**src/rtl/exe_muldiv_unit.sv**
```systemverilog
// Iterative EXE-stage multiply/divide unit: radix-2 shift-add multiply and
// restoring divide, with HI/LO result registers and a start/busy/done handshake.
module exe_muldiv_unit #(
    parameter int WIDTH = 32,
    parameter int CNT_W = $clog2(WIDTH) + 1
) (
    input  logic             clk,
    input  logic             rst,
    input  logic             EXE_Start,
    input  logic [1:0]       EXE_MDOp,
    input  logic [WIDTH-1:0] EXE_ResultA,
    input  logic [WIDTH-1:0] EXE_ResultB,
    input  logic             EXE_Flush,
    output logic             EXE_MDBusy,
    output logic             EXE_MDDone,
    output logic             EXE_DivZero,
    output logic [WIDTH-1:0] EXE_Hi,
    output logic [WIDTH-1:0] EXE_Lo
);

    // Handshake: EXE_Start is taken only in IDLE without EXE_Flush; EXE_MDBusy
    // stays high until the unit is back in IDLE; EXE_MDDone is a one-cycle pulse
    // in the cycle HI/LO first hold the new result.
    typedef enum logic [1:0] {S_IDLE, S_CALC, S_DONE} state_t;

    state_t             state_q, state_d;
    logic [CNT_W-1:0]   cnt_q, cnt_d;
    logic [1:0]         op_q, op_d;
    logic [WIDTH-1:0]   opnd_q, opnd_d;
    logic [2*WIDTH-1:0] acc_q, acc_d;
    logic               neg_res_q, neg_res_d;
    logic               neg_rem_q, neg_rem_d;
    logic [WIDTH-1:0]   hi_q, hi_d;
    logic [WIDTH-1:0]   lo_q, lo_d;
    logic               divzero_q, divzero_d;

    logic               in_signed, in_div, a_neg, b_neg;
    logic [WIDTH-1:0]   a_mag, b_mag;
    logic [WIDTH:0]     mul_sum, div_trial, div_diff;
    logic               div_ge;
    logic [2*WIDTH-1:0] mul_next, div_next, step_next, prod_fix;
    logic [WIDTH-1:0]   quot, rem, fix_hi, fix_lo;

    always_comb begin
        in_signed = ~EXE_MDOp[0];
        in_div    = EXE_MDOp[1];
        a_neg     = in_signed & EXE_ResultA[WIDTH-1];
        b_neg     = in_signed & EXE_ResultB[WIDTH-1];
        a_mag     = a_neg ? -EXE_ResultA : EXE_ResultA;
        b_mag     = b_neg ? -EXE_ResultB : EXE_ResultB;

        // Multiply: acc = {partial product, remaining multiplier bits}.
        mul_sum   = {1'b0, acc_q[2*WIDTH-1:WIDTH]} + {1'b0, (acc_q[0] ? opnd_q : {WIDTH{1'b0}})};
        mul_next  = {mul_sum, acc_q[WIDTH-1:1]};

        // Divide: acc = {partial remainder, dividend bits shifting into quotient}.
        div_trial = {acc_q[2*WIDTH-1:WIDTH], acc_q[WIDTH-1]};
        div_diff  = div_trial - {1'b0, opnd_q};
        div_ge    = ~div_diff[WIDTH];
        div_next  = {(div_ge ? div_diff[WIDTH-1:0] : div_trial[WIDTH-1:0]),
                     acc_q[WIDTH-2:0], div_ge};

        step_next = op_q[1] ? div_next : mul_next;

        prod_fix  = neg_res_q ? -step_next : step_next;
        quot      = step_next[WIDTH-1:0];
        rem       = step_next[2*WIDTH-1:WIDTH];
        fix_lo    = op_q[1] ? (neg_res_q ? -quot : quot) : prod_fix[WIDTH-1:0];
        fix_hi    = op_q[1] ? (neg_rem_q ? -rem : rem) : prod_fix[2*WIDTH-1:WIDTH];
    end

    always_comb begin
        state_d   = state_q;
        cnt_d     = cnt_q;
        op_d      = op_q;
        opnd_d    = opnd_q;
        acc_d     = acc_q;
        neg_res_d = neg_res_q;
        neg_rem_d = neg_rem_q;
        hi_d      = hi_q;
        lo_d      = lo_q;
        divzero_d = 1'b0;

        case (state_q)
            S_IDLE: begin
                if (EXE_Start && !EXE_Flush) begin
                    op_d      = EXE_MDOp;
                    cnt_d     = '0;
                    neg_res_d = in_signed & (EXE_ResultA[WIDTH-1] ^ EXE_ResultB[WIDTH-1]);
                    neg_rem_d = a_neg;
                    if (in_div && (EXE_ResultB == '0)) begin
                        state_d   = S_DONE;
                        hi_d      = EXE_ResultA;
                        lo_d      = '1;
                        divzero_d = 1'b1;
                    end else if (in_div) begin
                        state_d = S_CALC;
                        acc_d   = {{WIDTH{1'b0}}, a_mag};
                        opnd_d  = b_mag;
                    end else begin
                        state_d = S_CALC;
                        acc_d   = {{WIDTH{1'b0}}, b_mag};
                        opnd_d  = a_mag;
                    end
                end
            end
            S_CALC: begin
                if (EXE_Flush) begin
                    state_d = S_IDLE;
                end else begin
                    acc_d = step_next;
                    cnt_d = cnt_q + 1'b1;
                    // The last step and the sign fix-up land together on the DONE edge.
                    if (cnt_q == CNT_W'(WIDTH - 1)) begin
                        state_d = S_DONE;
                        hi_d    = fix_hi;
                        lo_d    = fix_lo;
                    end
                end
            end
            default: begin
                state_d = S_IDLE;
            end
        endcase
    end

    always_ff @(posedge clk or posedge rst) begin
        if (rst) begin
            state_q   <= S_IDLE;
            cnt_q     <= '0;
            op_q      <= '0;
            opnd_q    <= '0;
            acc_q     <= '0;
            neg_res_q <= 1'b0;
            neg_rem_q <= 1'b0;
            hi_q      <= '0;
            lo_q      <= '0;
            divzero_q <= 1'b0;
        end else begin
            state_q   <= state_d;
            cnt_q     <= cnt_d;
            op_q      <= op_d;
            opnd_q    <= opnd_d;
            acc_q     <= acc_d;
            neg_res_q <= neg_res_d;
            neg_rem_q <= neg_rem_d;
            hi_q      <= hi_d;
            lo_q      <= lo_d;
            divzero_q <= divzero_d;
        end
    end

    assign EXE_MDBusy  = (state_q != S_IDLE);
    assign EXE_MDDone  = (state_q == S_DONE);
    assign EXE_DivZero = divzero_q;
    assign EXE_Hi      = hi_q;
    assign EXE_Lo      = lo_q;

endmodule

```
**config.mk**
```make
export PLATFORM = sky130hd
export DESIGN_NAME = exe_muldiv_unit
export DESIGN_NICKNAME = d
export VERILOG_FILES = /design/src/rtl/exe_muldiv_unit.sv
export SDC_FILE = /design/constraint.sdc
export NUM_CORES = 1
export LEC_CHECK = 0
export CORE_MARGIN = 2
export CORE_UTILIZATION = 40
export DETAILED_ROUTE_END_ITERATION = 6
export DONT_BUFFER_PORTS = 1
export GPL_ROUTABILITY_DRIVEN = 0
export GPL_TIMING_DRIVEN = 0
export HOLD_SLACK_MARGIN = 0.1
export PLACE_DENSITY = 0.61
export SLEW_MARGIN = 10
export SYNTH_ARGS = -nofsm -noshare
export SYNTH_HDL_FRONTEND = slang
export SYNTH_SLANG_ARGS = --single-unit
```
**constraint.sdc**
```tcl
create_clock -name clk -period 11.1 [get_ports clk]
set_input_delay 1.11 -clock clk [delete_from_list [all_inputs] [get_ports clk]]
set_output_delay 1.11 -clock clk [all_outputs]
set_load 0.01 [all_outputs]
```
==> flow_metrics.tcl <==
set metrics [dict create \
    grt_pass1_wl_um 99870 \
    chipHeight_um 202.9 \
    cp_slowest_stage_delay_ns 0.88 \
    status "finished with violations" \
    overflow 0 \
    clk_pin_slew_ns 0.07 \
    timing.setup.tns_ns 0 \
    die_area_sq_um 41170 \
    start_util_pct 40.75 \
    pin_count 137 \
    grt_max_degree 100 \
    totalWireLength_um 66510 \
    die_w_um 202.9 \
    seqPwrFrac_pct 20.3 \
    netlist_area_sq_um 15820 \
    clock_skew_ns 0.01536 \
    cts_repair_resize_count 0 \
    antenna_found_initial 2 \
    numPortBuffers 0 \
    critPathSlowestCell "nor4b_1" \
    violations "design-rule violations" \
    crit_type "reg2reg" \
    finalHoldViolCount 0 \
    synth_edf_count 0 \
    p_switching_mw 2.546 \
    core_area_sq_um 38830 \
    synth_top_area_share_pct 27.20 \
    swShare_pct 54.74 \
    grt_pass1_vias 16070 \
    ff2ff_path_depth 24 \
    h-tree-depth 4 \
    postCtsSetupBuffers 0 \
    vdd_drop_max_mv 0.1451 \
    reg2reg_slack_ns 3.81 \
    slew-limit-headroom_pct 13.54 \
    routedWlPerCell_um 24.95 \
    power.density_nw_per_um2 272.4 \
    cts_root_buffer "clkbuf_16" \
    drt_pass1_iterations 7 \
    ys_async_sr_fraction_pct 100.0 \
    comb_power_share_pct 66.4 \
    mostFrequentLayoutCell "nand2_1" \
    cp_data_required_time_ns 11.43 \
    min_period_over_period_pct 65.70 \
    syn_nets 2256 \
    fmax_mhz 137.1 \
    rows 72 \
    dp_hpwl_um 53950 \
    crit_buf_inv 5 \
    ys_types 89 \
    p_int_mw 2.105 \
    drc_errors 10 \
    numCtsBuffers 17 \
    tightest_slew_ns 1.285 \
    antenna_cells 0 \
    cellLeakagePower_nw 7.128 \
    worst_hold_slack_ns 0.5066 \
    synthTopCellsByArea "dfrtp_1 (27%), a21oi_1 (7.0%), o21ai_0 (6.8%)" \
    clock_path_buffers 2 \
    r2r_end "EXE_Hi[26]" \
    clock_latency_ns 0.46 \
    dominantRegCellSynth "dfrtp_1" \
    setup_viol 0 \
    finalMaxSlewViolations 0 \
    regToRegStartpoint "opnd_q[29]" \
    num-nets-final 2276 \
    netlist_instances 2115 \
    cp-end-kind "flop" \
    drt_iter0_markers 2285 \
    crit_family "simple AND/OR/NAND/NOR gates" \
    worstPathCellList "inv_1 -> ha_1 -> clkbuf_1 -> and4_1 -> nand4_1 -> a211oi_4 -> o21a_2 -> buf_6 -> nor2_2 -> or2_2 -> inv_1 -> ha_1 -> o21ai_0 -> nand2b_1 -> nor4b_1 -> nand3_1 -> or2_0 -> clkbuf_1 -> nand2_1 -> nand2_1 -> or3_1 -> o31ai_1 -> xnor2_1 -> o22ai_1" \
    avgViaCountPerCell 6.422 \
    clkSinkCount 172 \
    cp_max_fo 10 \
    seq_area_frac_synth_pct 27.20 \
    timing.final.crit_period_ns 7.293 \
    hold_class "reg2reg" \
    rsz0062_at_grt "no" \
    syn_area_per_cell_sq_um 7.482 \
    synth_top_cell_by_area "dfrtp_1" \
    ys.warnings.count 0 \
    clock_power_share_pct 13.2 \
    via_count 17120 \
    crit_end "EXE_Hi[26]" \
    maxCapViolations 0 \
    drive_above_1_share_pct 4.423 \
    ys_ff_latch 172 \
    cp.arrival_ns 7.62 \
    cp.depth 24 \
    ant_nets 0 \
    cts_tree "built" \
    grt_usage_pct 31.92 \
    area_growth_pct 7.923 \
    start_kind "flop" \
    hold_buffers 0 \
    crit_path_start "opnd_q[29]" \
    final_cell_mix "nand2_1 (252), nor2_1 (224), a21oi_1 (221)" \
]
==> registers in the layout, indices dropped and copies added, names as in the netlist <==
name,flops
neg_rem_q,1
neg_res_q,1
opnd_q,32
acc_q,64
cnt_q,6
state_q,2
EXE_Lo,32
EXE_Hi,32
op_q,1
EXE_DivZero,1
==> through the flow <==
| step | setup slack (ns) | std cells | power [mW] | area [sq um] | utilization (%) |
|---|---|---|---|---|---|
| final | 3.807 | 2666 | 4.651 | 17080 | 43.98 |
| after global routing | 3.463 | 2666 | 4.912 | 17080 | 43.98 |
| after CTS | 4.048 | 2666 | 4.540 | 17080 | 43.98 |
| after detailed placement | 4.093 | 2634 | 3.922 | 16510 | 42.51 |
| after global placement | 3.160 | 2633 | 3.877 | 16470 | 42.42 |
| after floorplan | 5.330 | 2115 | 2.985 | 15820 | - |
==> power by group through the flow <==
stage	combinational (mW)	clock, mW	sequential, mW
4_1_cts	2.99	0.612	0.935
3_5_place_dp	2.98	0	0.947
6_report	3.09	0.616	0.946
2_1_floorplan	2.14	0	0.848
3_3_place_gp	2.93	0	0.944
5_1_grt	3.32	0.635	0.953
==> worst reg2reg max path: stages (launching register included) <==
cell and delay (ns):
dfrtp_1 0.52, inv_1 0.08, ha_1 0.30, clkbuf_1 0.32, and4_1 0.34, nand4_1 0.20, a211oi_4 0.51, o21a_2 0.31
buf_6 0.19, nor2_2 0.15, or2_2 0.37, inv_1 0.07, ha_1 0.14, o21ai_0 0.26, nand2b_1 0.37, nor4b_1 0.88
nand3_1 0.31, or2_0 0.29, clkbuf_1 0.17, nand2_1 0.31, nand2_1 0.10, or3_1 0.39, o31ai_1 0.30, xnor2_1 0.19
o22ai_1 0.11
==> worst min-delay path by stage <==
| stage | startpoint | end | slack [ns] | cells past startpoint |
|---|---|---|---|---|
| finish | opnd_q[1] | opnd_q[1] | 0.51 | 2 |
| global route | acc_q[28] | acc_q[28] | 0.55 | 2 |
| CTS | opnd_q[1] | opnd_q[1] | 0.51 | 2 |
| detailed placement | opnd_q[1] | opnd_q[1] | 0.50 | 2 |
| global placement | opnd_q[1] | opnd_q[1] | 0.49 | 2 |
| floorplan | opnd_q[10] | opnd_q[10] | 0.46 | 2 |
==> synth_stat cells (45+ instances only) <==
cell        n
a31oi_1    47
dfrtp_1   172
xnor2_1   106
o21ai_0   216
clkbuf_1   95
nand2_1   252
and2_1     45
ha_1       69
a21oi_1   221
inv_1      71
xor2_1     51
nor2_1    224
==> cell families after synthesis <==
family | Yosys count | share of synthesized area, %
adders and majority gates | 71 | 5.709
buffers and inverters | 187 | 4.665
and+or+nand+nor | 777 | 23.10
AOI/OAI and AO/OA | 697 | 27.14
muxes | 54 | 3.495
xor gates and xnor gates | 157 | 8.690
DFF | 172 | 27.20
==> cell type report <==
type / count / area (sq um)
Inverter: 72 / 277.8
Buffer: 115 / 467.9
Timing Repair Buffer: 1 / 27.53
Clock inverter: 12 / 103.9
Clock buffer: 20 / 466.7
Tap cell: 518 / 648.1
Fill cell: 3947 / 21750
Sequential cell: 172 / 4304
Multi-Input combinational cell: 1756 / 10780
==> per-layer routing <==
| layer | global-route usage [%] | up-vias | part of all wire [%] |
|---|---|---|---|
| met5 | 0 | - | 0.074 |
| met4 | 14.83 | 4 | 5.1 |
| met3 | 7.753 | 226 | 12 |
| met2 | 48.50 | 1089 | 43 |
| met1 | 42.72 | 8185 | 40 |
| li1 | - | 7616 | - |
Power figures use the tool's default switching activity.
